File: src/rtl/fp16_pkg.sv
// Shared fp16 definitions for the multiplier datapath: format constants,
// the packed fp16 word and the normalize-stage register layout.
package fp16_pkg;

  localparam int          FP16_EXP_BIAS = 15;
  localparam int          FP16_EXP_MAX  = 31;
  localparam logic [15:0] FP16_QNAN     = 16'h7E00;

  typedef struct packed {
    logic       sign;
    logic [4:0] exp;
    logic [9:0] frac;
  } fp16_t;

  // e is the unbiased-then-rebiased result exponent before rounding; it can
  // go negative or far above the fp16 range, hence the signed 8-bit field.
  typedef struct packed {
    logic              sign;
    logic [9:0]        frac;
    logic              guard;
    logic              sticky;
    logic signed [7:0] e;
    logic              is_zero;
    logic              is_inf;
    logic              is_nan;
  } norm_stage_t;

endpackage

File: src/rtl/fp16_round_pack.sv
// Stage-2 combinational logic: round-to-nearest-even on the normalized
// fraction, then resolve specials, overflow and flush-to-zero into fp16.
module fp16_round_pack
  import fp16_pkg::*;
#(
  parameter logic [15:0] NAN_PATTERN = FP16_QNAN
) (
  input  norm_stage_t norm,
  output fp16_t       result,
  output logic        overflow,
  output logic        underflow,
  output logic        inexact
);

  localparam logic signed [8:0] E_MAX = 9'(FP16_EXP_MAX);

  logic              round_up;
  logic [10:0]       frac_sum;
  logic signed [8:0] e_r;

  always_comb begin
    round_up  = norm.guard & (norm.sticky | norm.frac[0]);
    frac_sum  = {1'b0, norm.frac} + {10'b0, round_up};
    // A carry out of the fraction bumps the exponent; the fraction wraps to 0.
    e_r       = {norm.e[7], norm.e} + {8'b0, frac_sum[10]};

    result    = '0;
    overflow  = 1'b0;
    underflow = 1'b0;
    inexact   = 1'b0;

    if (norm.is_nan) begin
      result = NAN_PATTERN;
    end else if (norm.is_inf) begin
      result = {norm.sign, 5'h1F, 10'h0};
    end else if (norm.is_zero) begin
      result = {norm.sign, 15'h0};
    end else if (e_r >= E_MAX) begin
      result   = {norm.sign, 5'h1F, 10'h0};
      overflow = 1'b1;
      inexact  = 1'b1;
    end else if (e_r <= 9'sd0) begin
      result    = {norm.sign, 15'h0};
      underflow = 1'b1;
      inexact   = 1'b1;
    end else begin
      result  = {norm.sign, e_r[4:0], frac_sum[9:0]};
      inexact = norm.guard | norm.sticky;
    end
  end

endmodule

File: src/rtl/fp16_mul_norm_round.sv
// Normalize / round / pack back end of the fp16 multiplier: a two-entry
// valid/ready pipeline (normalize register, then packed result register).
module fp16_mul_norm_round
  import fp16_pkg::*;
#(
  parameter int          EXP_BIAS    = FP16_EXP_BIAS,
  parameter logic [15:0] NAN_PATTERN = FP16_QNAN
) (
  input  logic        clk,
  input  logic        rst_n,
  input  logic        in_valid,
  output logic        in_ready,
  input  logic        in_sign,
  input  logic [5:0]  in_exp_sum,
  input  logic [21:0] in_mant_prod,
  input  logic        in_is_zero,
  input  logic        in_is_inf,
  input  logic        in_is_nan,
  output logic        out_valid,
  input  logic        out_ready,
  output logic [15:0] out_result,
  output logic        out_overflow,
  output logic        out_underflow,
  output logic        out_inexact
);

  // Handshake: a word moves across a boundary on a rising edge where the
  // sender's valid and the receiver's ready are both high. Valid never drops
  // and payload never changes while waiting for ready. Ready is combinational
  // from the downstream stage (no skid buffer), so each stage holds one entry.

  logic        s1_valid;
  logic        s2_valid;
  logic        s1_adv;
  norm_stage_t s1_d;
  norm_stage_t s1_q;
  fp16_t       rp_result;
  logic        rp_overflow;
  logic        rp_underflow;
  logic        rp_inexact;

  assign s1_adv    = !s2_valid || out_ready;
  assign in_ready  = !s1_valid || s1_adv;
  assign out_valid = s2_valid;

  // Product of two [1,2) significands lies in [1,4): bit 21 selects the shift.
  always_comb begin
    s1_d         = '0;
    s1_d.sign    = in_sign;
    s1_d.is_zero = in_is_zero;
    s1_d.is_inf  = in_is_inf;
    s1_d.is_nan  = in_is_nan;
    s1_d.e       = {2'b00, in_exp_sum} - 8'(EXP_BIAS) + {7'b0, in_mant_prod[21]};
    if (in_mant_prod[21]) begin
      s1_d.frac   = in_mant_prod[20:11];
      s1_d.guard  = in_mant_prod[10];
      s1_d.sticky = |in_mant_prod[9:0];
    end else begin
      s1_d.frac   = in_mant_prod[19:10];
      s1_d.guard  = in_mant_prod[9];
      s1_d.sticky = |in_mant_prod[8:0];
    end
  end

  fp16_round_pack #(
    .NAN_PATTERN (NAN_PATTERN)
  ) u_round_pack (
    .norm      (s1_q),
    .result    (rp_result),
    .overflow  (rp_overflow),
    .underflow (rp_underflow),
    .inexact   (rp_inexact)
  );

  always_ff @(posedge clk) begin
    if (!rst_n) begin
      s1_valid      <= 1'b0;
      s2_valid      <= 1'b0;
      s1_q          <= '0;
      out_result    <= '0;
      out_overflow  <= 1'b0;
      out_underflow <= 1'b0;
      out_inexact   <= 1'b0;
    end else begin
      if (in_ready) begin
        s1_valid <= in_valid;
      end
      if (in_valid && in_ready) begin
        s1_q <= s1_d;
      end
      if (s1_adv) begin
        s2_valid <= s1_valid;
      end
      // Output payload only changes when a new entry actually enters stage 2.
      if (s1_adv && s1_valid) begin
        out_result    <= rp_result;
        out_overflow  <= rp_overflow;
        out_underflow <= rp_underflow;
        out_inexact   <= rp_inexact;
      end
    end
  end

endmodule

File: config.mk
export PLATFORM = sky130hd
export DESIGN_NAME = fp16_mul_norm_round
export DESIGN_NICKNAME = d
export VERILOG_FILES = /design/src/rtl/fp16_pkg.sv /design/src/rtl/fp16_round_pack.sv /design/src/rtl/fp16_mul_norm_round.sv
export SDC_FILE = /design/constraint.sdc
export NUM_CORES = 1
export LEC_CHECK = 0
export CORE_MARGIN = 8
export CORE_UTILIZATION = 46
export DETAILED_ROUTE_END_ITERATION = 6
export MAX_ROUTING_LAYER = met4
export PLACE_DENSITY = 0.77
export SLEW_MARGIN = 20
export SYNTH_ARGS = -nofsm -noshare
export SYNTH_HDL_FRONTEND = slang
export SYNTH_HIERARCHICAL = 1
export SYNTH_SLANG_ARGS = --single-unit
File: constraint.sdc
create_clock -name clk -period 3 [get_ports clk]
set_input_delay 0.45 -clock clk [delete_from_list [all_inputs] [get_ports clk]]
set_output_delay 0.45 -clock clk [all_outputs]
set_load 0.1 [all_outputs]
==> impl_metrics.tcl, run 1 <==
set metrics [dict create \
    p_per_area_mw_per_mm2 469 \
    place_congestion 0.880 \
    p_seq_share_pct 42.2 \
    die_h_um 90.3 \
    max_freq_mhz 348 \
    clock_skew_ns 0.00967 \
    reg2reg_depth 15 \
    rr_endpoint "out_result[6]" \
    boundaryPins 57 \
    clkPwrFrac_pct 34.0 \
    routed_wl_mm 5.83 \
    crit_fanout 8 \
    synth.avg_cell_area_sq_um 7.90 \
    dp_hpwl_mm 4.43 \
    finalPower_w 0.00157 \
    final-hold-violation-count 0 \
    cts_tree "built" \
    status "completed" \
    grt_pass1_vias 2285 \
    clock_sinks 45 \
    cp_data_required_time_ns 3.17 \
    layout-drive-gt1-share_pct 19.7 \
    yosys.area.top_type "dfxtp_1" \
    port_buffers 56 \
    yosys.cell_types.count 55 \
    fp.dieW_um 90.3 \
    avgViaCountPerCell 5.22 \
    rsz0062_at_grt "yes" \
    drc 0 \
    first_pass_iters 4 \
    finalCriticalPeriod_ns 2.87 \
    cp.arrival_ns 3.04 \
    antenna_found_initial 0 \
    switchingPower_w 0.000459 \
    drt_iter0_markers 61 \
    fillerInstances 507 \
    ys_top_cells_by_count "67 x nand2_1, 45 x dfxtp_1, 31 x a21oi_1" \
    grt_max_degree 44 \
    max-cap-violations 0 \
    min_path_cells 2 \
    multiInputGateArea_sq_mm 0.00160 \
    row_count 27 \
    vias 2359 \
    synth-edff-count 0 \
    synth_top_area_share_pct 35.5 \
    slew_headroom_pct 51.2 \
    async_flop_share_pct 0 \
    holdPathEnd "out_inexact" \
    clk_transition_reported_paths_ns 0.09 \
    cts.htree.levels 2 \
    diodes 0 \
    ant_nets 0 \
    pwr-share-comb_pct 23.9 \
    worstHoldStart "out_inexact" \
    tightest_slew_ns 0.733 \
    synthTopCellsByArea "dfxtp_1 36%, nand2_1 9.9%, a21oi_1 6.1%" \
    fin_crit_sh_pct 95.7 \
    yosys_most_used_dff "dfxtp_1" \
    grtUsageTotal_pct 14.6 \
    initial_utilization_pct 46.9 \
    coreArea_sq_mm 0.00541 \
    grt_pass1_wl_mm 9.91 \
    r2r_start "s1_q[13]" \
    fin_nets 422 \
    cts_root_buffer "clkbuf_8" \
    leakage_nw 1.30 \
    wl_per_cell_um 12.9 \
    ys_seq_area_share_pct 35.5 \
    yosys_warnings 6 \
    reg2reg_setup_slack_ns 0.13 \
    cp-start-kind "flip-flop" \
    swShare_pct 29.2 \
    cts_buffers 5 \
    cp-end-kind "flip-flop" \
    insertion_delay_ns 0.30 \
    setup_viol 0 \
    power.internal_w 0.00111 \
    vdd_ir_drop_max_mv 0.336 \
    crit_type "reg2reg" \
    netlist_area_sq_mm 0.00254 \
    clk_path_buf_depth 2 \
    synth_nets 364 \
    grt_overflow 0 \
    synthCells 321 \
    synth_seq_cells 45 \
    synth.most_common_cell "nand2_1" \
    seq_area_sq_um 905 \
    fin_setup_tns_ns 0 \
    dieArea_sq_mm 0.00815 \
    slew_violations 0 \
    syn_to_final_growth_pct 32.2 \
    hold_class "reg2reg" \
]
[metrics by stage]
step | hold slack [ns] | setup slack (ns) | cell area, sq um | instances | util, %
2_1_floorplan | 0.432 | 0.0230 | 2540 | 321 | -
3_3_place_gp | 0.441 | 0.0201 | 3140 | 443 | 58.1
3_5_place_dp | 0.450 | -0.0601 | 3140 | 443 | 58.1
4_1_cts | 0.462 | 0.0135 | 3290 | 451 | 60.9
5_1_grt | 0.481 | -0.0485 | 3350 | 452 | 62.0
6_report | 0.457 | 0.128 | 3350 | 452 | 62.0
[worst max path at each step]
stage | startpoint | to
floorplan | s1_q[12] | out_result[5]
global placement | s1_q[13] | out_result[5]
detailed placement | s1_q[13] | out_result[6]
CTS | s1_q[13] | out_result[6]
global route | s1_q[13] | out_result[2]
finish | s1_q[13] | out_result[6]
[flip-flops by register name, summed over array words and instances (netlist names)]
| name | flops |
|---|---|
| out_valid | 1 |
| out_overflow | 1 |
| out_underflow | 1 |
| out_inexact | 1 |
| s1_q | 24 |
| s1_valid | 1 |
| out_result | 16 |
[timing repair]
action,4_1_cts,5_1_grt
setup buffers,0,2
hold endpoints to repair,0,0
resized for setup,4,15
hold buffers,0,0
pin swaps,3,6
endpoints found under the setup margin,8,12
[cells in the final DEF, fill, tap and decap left out, types with 5 or more instances in the layout]
cell type,synthesis,layout
nand3_1,9,7
clkdlybuf4s50_1,0,35
buf_4,1,33
xnor2_1,12,12
nor2_1,25,24
mux2i_1,12,12
a21oi_1,31,29
inv_1,5,5
nand4_1,6,6
clkbuf_8,0,5
nor3_1,6,5
a211oi_1,12,12
ha_1,7,5
dfxtp_1,45,42
xor2_1,6,6
a21oi_2,3,5
nand2_1,67,67
o21ai_0,5,5
[kinds of logic (layout without fill, tap and decap cells)]
kind of cell,after synthesis,after routing,synth area share [%]
simple gates,144,144,26.7
compound gates,72,72,19.1
flops,45,45,35.5
buf+inv,23,82,4.24
xor+xnor,18,18,6.22
mux,12,12,4.74
fa+ha+maj,7,7,3.45
[cell type report]
class                   instances  share of cell area, %
clock buffers                   5                   2.05
flip-flops and latches         45                   27.0
inverters                       6                  0.672
clock inverters                 3                   1.94
repair buffers                 68                   17.8
well taps                      72                   2.69
multi-input cells             253                   47.8
[layer usage]
| layer | GRT usage, % | wire length, um | share of wire [%] |
|---|---|---|---|
| met5 | - | 0 | 0 |
| met2 | 23.3 | 2580 | 44 |
| met1 | 17.2 | 2920 | 50 |
| met4 | 5.27 | 72 | 1.2 |
| met3 | 3.82 | 251 | 4.3 |
[worst max-delay path: stages, from the launching register on]
cell and delay [ns]:
dfxtp_2 0.33, and2_4 0.16, ha_4 0.16, nand3_4 0.09, nor2_4 0.05, and3_4 0.17, ha_1 0.18, ha_2 0.19
buf_4 0.15, nor3_1 0.16, a31oi_1 0.06, nor4b_1 0.52, or4_4 0.35, nor2_4 0.05, nand2_1 0.08, a21oi_2 0.06
[power groups by stage]
stage / registers (W) / clock network (W) / logic [W]
finish: 0.000663 / 0.000534 / 0.000376
global route: 0.000669 / 0.000568 / 0.000409
CTS: 0.000661 / 0.000548 / 0.000378
detailed placement: 0.000675 / 0 / 0.000369
global placement: 0.000674 / 0 / 0.000366
floorplan: 0.000745 / 0 / 0.000185
Note: power is estimated with default switching activity, not from simulation.
==> run 2, diff against run 1 <==
--- a/config.mk
+++ b/config.mk
@@ -10,8 +10,10 @@
 export DETAILED_ROUTE_END_ITERATION = 6
 export MAX_ROUTING_LAYER = met4
 export PLACE_DENSITY = 0.77
+export RECOVER_POWER = 25
 export SLEW_MARGIN = 20
 export SYNTH_ARGS = -nofsm -noshare
 export SYNTH_HDL_FRONTEND = slang
 export SYNTH_HIERARCHICAL = 1
 export SYNTH_SLANG_ARGS = --single-unit
+export TNS_END_PERCENT = 1
==> run 2 against run 1 <==
Die area did not move; register-to-register slack barely moved; combinational power fell by 2%; maximum frequency barely moved; wire length barely moved; largest cell class unchanged; flip-flop and latch count did not move; largest power group unchanged; sequential power barely moved.
==> impl_metrics.tcl, run 2 (same netlist as run 1, synthesis figures left out) <==
set metrics [dict create \
    drt_iter0_markers 50 \
    reg2reg_setup_slack_ns 0.13 \
    finalCriticalPeriod_ns 2.87 \
    cp_data_required_time_ns 3.23 \
    ant_nets 0 \
    initial_utilization_pct 46.9 \
    clock_sinks 45 \
    place_congestion 0.880 \
    final_core_util_pct 60.9 \
    boundaryPins 57 \
    grt_pass1_wl_mm 9.91 \
    drc 0 \
    dieArea_sq_mm 0.00815 \
    pwr-share-comb_pct 23.5 \
    placedCellCount 443 \
    die_h_um 90.3 \
    final-hold-violation-count 0 \
    instances_no_fill 452 \
    max_flop_register "s1_q" \
    top_regs "s1_q (24), out_result (16)" \
    fin_crit_sh_pct 95.7 \
    ctsHoldBuffers 0 \
    p_per_area_mw_per_mm2 475 \
    setup_viol 0 \
    max_freq_mhz 348 \
    cts.htree.levels 2 \
    p_seq_share_pct 42.4 \
    vias 2356 \
    status "completed" \
    dp_hpwl_mm 4.43 \
    grt_max_degree 44 \
    row_count 27 \
    clkPwrFrac_pct 34.1 \
    grtUsageTotal_pct 14.6 \
    slew_headroom_pct 19.6 \
    largest_reg_flops 24 \
    whs_ns 0.456 \
    clk_path_buf_depth 2 \
    rsz0062_at_grt "yes" \
    grt_overflow 0 \
    grt_pass1_vias 2285 \
    crit_fanout 8 \
    antenna_found_initial 0 \
    power.internal_w 0.00111 \
    clk_transition_reported_paths_ns 0.08 \
    swShare_pct 29.2 \
    cp-start-kind "flip-flop" \
    fin_nets 422 \
    routed_wl_mm 5.83 \
    cts_root_buffer "clkbuf_8" \
    layout_commonest_cell "nand2_1" \
    vdd_ir_drop_max_mv 0.336 \
    max-cap-violations 0 \
    wl_per_cell_um 12.9 \
    pre_cts_slack_ns -0.0601 \
    leakage_nw 1.24 \
    hold_class "reg2reg" \
    postLayoutSetupSlackWorst_ns 0.129 \
    cts_buffers 5 \
    syn_to_final_growth_pct 29.8 \
    diodes 0 \
    tightest_slew_ns 1.21 \
    coreArea_sq_mm 0.00541 \
    layout-drive-gt1-share_pct 15.5 \
    insertion_delay_ns 0.30 \
    port_buffers 56 \
    slew_violations 0 \
    cp-end-kind "flip-flop" \
    avgViaCountPerCell 5.21 \
    clock_skew_ns 0.00669 \
    crit_type "reg2reg" \
    first_pass_iters 4 \
    cp.arrival_ns 3.10 \
    fp.dieW_um 90.3 \
    layout_common_cells "67 x nand2_1, 42 x dfxtp_1, 35 x clkdlybuf4s50_1, 29 x a21oi_1, 24 x nor2_1" \
    switchingPower_w 0.000456 \
    cts_tree "built" \
]
run 2: cell type report:
cell class	count	area, sq um
clock buffer	5	68.8
clock inverter	3	65.1
timing repair buffer	68	542
multi-input combinational	253	1600
fill	519	2110
sequential	45	905
tap	72	90.1
inverter	6	22.5
run 2: through the flow:
| stage | cell area, sq um | total power (W) | setup TNS (ns) |
|---|---|---|---|
| 6_report | 3290 | 0.00156 | 0 |
| 3_5_place_dp | 3140 | 0.00104 | -0.330 |
| 3_3_place_gp | 3140 | 0.00104 | 0 |
| 2_1_floorplan | 2540 | 0.000930 | 0 |
| 5_1_grt | 3290 | 0.00164 | -0.0411 |
| 4_1_cts | 3290 | 0.00159 | 0 |
run 2: power by group through the flow:
stage | Sequential [W] | Combinational [W] | Clock, W
2_1_floorplan | 0.000745 | 0.000185 | 0
3_3_place_gp | 0.000674 | 0.000366 | 0
3_5_place_dp | 0.000675 | 0.000369 | 0
4_1_cts | 0.000661 | 0.000378 | 0.000548
5_1_grt | 0.000669 | 0.000400 | 0.000568
6_report | 0.000663 | 0.000367 | 0.000533
run 2: worst paths after layout:
kind               startpoint       endpoint  cells after the start
setup reg to reg     s1_q[13]  out_result[1]                     15
hold / removal    out_inexact    out_inexact                      2
hold reg to reg   out_inexact    out_inexact                      2
setup / recovery     s1_q[13]  out_result[1]                     15
run 2: routing by layer:
metal	GRT usage (%)	up-vias	routed length, um
met2	23.3	52	2560
met5	-	-	0
li1	-	1233	-
met3	3.82	7	262
met4	5.27	0	78
met1	17.2	1064	2940
run 2: what timing repair did:
action,4_1_cts,5_1_grt
setup endpoints to repair,8,12
pin swaps,3,6
gates resized for setup,4,14
buffers inserted,0,2
run 2: worst max-delay path: stages, from the launching register on:
cell and delay [ns]:
dfxtp_2 0.33, and2_4 0.16, ha_4 0.16, nand3_4 0.09, nor2_4 0.04, and3_4 0.17, ha_1 0.18, ha_2 0.19
a311o_1 0.37, o21ai_2 0.08, a32oi_4 0.12, buf_4 0.17, nor3_1 0.32, and3_1 0.22, nand2_1 0.06, a21oi_1 0.14
==> run 3, diff against run 2 <==
--- a/config.mk
+++ b/config.mk
@@ -8,7 +8,6 @@
 export CORE_MARGIN = 8
 export CORE_UTILIZATION = 46
 export DETAILED_ROUTE_END_ITERATION = 6
-export MAX_ROUTING_LAYER = met4
 export PLACE_DENSITY = 0.77
 export RECOVER_POWER = 25
 export SLEW_MARGIN = 20
==> run 3 against run 2 <==
Via count is the same; global-route usage shrank 0.40 points; clock-buffer cell count is the same; worst hold slack is essentially flat; wire length is essentially flat; clock power is essentially flat; combinational power is essentially flat; design area is the same; register-to-register slack is essentially flat; critical endpoint unchanged.
==> impl_metrics.tcl, run 3 (same netlist as run 1, synthesis figures left out) <==
set metrics [dict create \
    status "completed" \
    design_area_sq_mm 0.00329 \
    final_core_util_pct 60.9 \
    placed_area_sq_mm 0.00314 \
    crit_family "simple AND/OR/NAND/NOR gates" \
    placedCellCount 443 \
    grt_overflow 0 \
    grt.met3_usage_pct 3.91 \
    boundaryPins 57 \
    layout_common_cells "67 x nand2_1, 42 x dfxtp_1, 35 x clkdlybuf4s50_1, 29 x a21oi_1, 24 x nor2_1" \
    coreArea_sq_mm 0.00541 \
    grt_pass1_vias 2286 \
    clk_transition_reported_paths_ns 0.08 \
    finalPower_w 0.00156 \
    drt_iter0_markers 53 \
    place_congestion 0.866 \
    ctsHoldBuffers 0 \
    insertion_delay_ns 0.30 \
    final-hold-violation-count 0 \
    cts_buffers 5 \
    antenna_found_initial 0 \
    initial_utilization_pct 46.9 \
    max-cap-violations 0 \
    dp_hpwl_mm 4.43 \
    met2_usage_pct 23.3 \
    ant_nets 0 \
    cts_tree "built" \
    tightest_slew_ns 1.21 \
    row_count 27 \
    critical_path_depth 15 \
    clk_path_buf_depth 2 \
    fin_nets 422 \
    first_pass_iters 4 \
    routed_wl_mm 5.84 \
    setup_viol 0 \
    fin_crit_sh_pct 95.7 \
    instances_no_fill 452 \
    grt_pass1_wl_mm 9.91 \
    grt_use_met1_pct 17.1 \
    cp_data_required_time_ns 3.23 \
    diodes 0 \
    die_h_um 90.3 \
    cp_num_buf_inv 1 \
    cp-end-kind "flip-flop" \
    fp.dieW_um 90.3 \
    cpPeakStageDelay_ns 0.37 \
    slew_violations 0 \
    dieArea_sq_mm 0.00815 \
    top_regs "s1_q (24), out_result (16)" \
    whs_ns 0.456 \
    finalCriticalPeriod_ns 2.87 \
    port_buffers 56 \
    cp.arrival_ns 3.10 \
    crit_type "reg2reg" \
    cts.htree.levels 2 \
    worstPathCellList "and2_4 > ha_4 > nand3_4 > nor2_4 > and3_4 > ha_1 > ha_2 > a311o_1 > o21ai_2 > a32oi_4 > buf_4 > nor3_1 > and3_1 > nand2_1 > a21oi_1" \
    avgViaCountPerCell 5.21 \
    crit_fanout 8 \
    syn_to_final_growth_pct 29.8 \
    drc 0 \
    largest_reg_flops 24 \
    wl_per_cell_um 12.9 \
    leakage_nw 1.24 \
    layout-drive-gt1-share_pct 15.5 \
    grt_max_degree 44 \
    slew_headroom_pct 19.6 \
    cp-start-kind "flip-flop" \
    slowest_stage "a311o_1" \
    reg2reg_depth 15 \
    vias 2356 \
    clock_sinks 45 \
    grt.busiest_layer "met2" \
    cts_root_buffer "clkbuf_8" \
    vdd_ir_drop_max_mv 0.336 \
    max_flop_register "s1_q" \
    grtUsageTotal_pct 14.2 \
    hold_class "reg2reg" \
    p_per_area_mw_per_mm2 475 \
    max_freq_mhz 348 \
    min_path_cells 2 \
    rsz0062_at_grt "yes" \
    clock_skew_ns 0.00671 \
    reg2reg_setup_slack_ns 0.13 \
    layout_commonest_cell "nand2_1" \
]
run 3: cell counts in the layout (fill, tap and decap cells not counted):
No cell type changed its count.
run 3: area by class of cell:
class,count,area [sq um]
well taps,72,90.1
multi-input cells,253,1600
repair buffers,68,542
clock buffers,5,68.8
flip-flops and latches,45,905
clock inverters,3,65.1
inverters,6,22.5
fillers,519,2110
run 3: per-stage QoR:
step,TNS (ns),worst slack (ns)
after global routing,-0.0411,-0.0350
after CTS,0,0.0135
after detailed placement,-0.330,-0.0601
after floorplan,0,0.0230
after global placement,0,0.0201
final,0,0.129
run 3: final timing paths:
| check | start | endpoint |
|---|---|---|
| worst max-delay path | s1_q[13] | out_result[1] |
| worst min-delay path | out_inexact | out_inexact |
| worst max register to register | s1_q[13] | out_result[1] |
| worst min register to register | out_inexact | out_inexact |
run 3: what timing repair did:
item | in CTS | in global routing
pin swaps | 3 | 6
buffers inserted | 0 | 2
gates resized for setup | 4 | 14
setup endpoints to repair | 8 | 12
run 3: worst reg2reg max path, stage by stage (launching register included):
cell and delay [ns]:
dfxtp_2 0.33, and2_4 0.16, ha_4 0.16, nand3_4 0.09, nor2_4 0.05, and3_4 0.17
ha_1 0.18, ha_2 0.19, a311o_1 0.37, o21ai_2 0.08, a32oi_4 0.12, buf_4 0.17
nor3_1 0.32, and3_1 0.22, nand2_1 0.06, a21oi_1 0.14
run 3: where the power goes:
part	leakage, nW	internal, W	total [W]	switching [W]
Sequential	0.370	0.000632	0.000663	0.0000312
Clock	0.0681	0.000331	0.000533	0.000202
Combinational	0.799	0.000144	0.000367	0.000223
run 3: layer usage:
| metal | wire length, um | share of wire (%) |
|---|---|---|
| met1 | 2930 | 50 |
| met2 | 2560 | 44 |
| met3 | 271 | 4.6 |
| met4 | 80 | 1.4 |
| met5 | 0 | 0 |
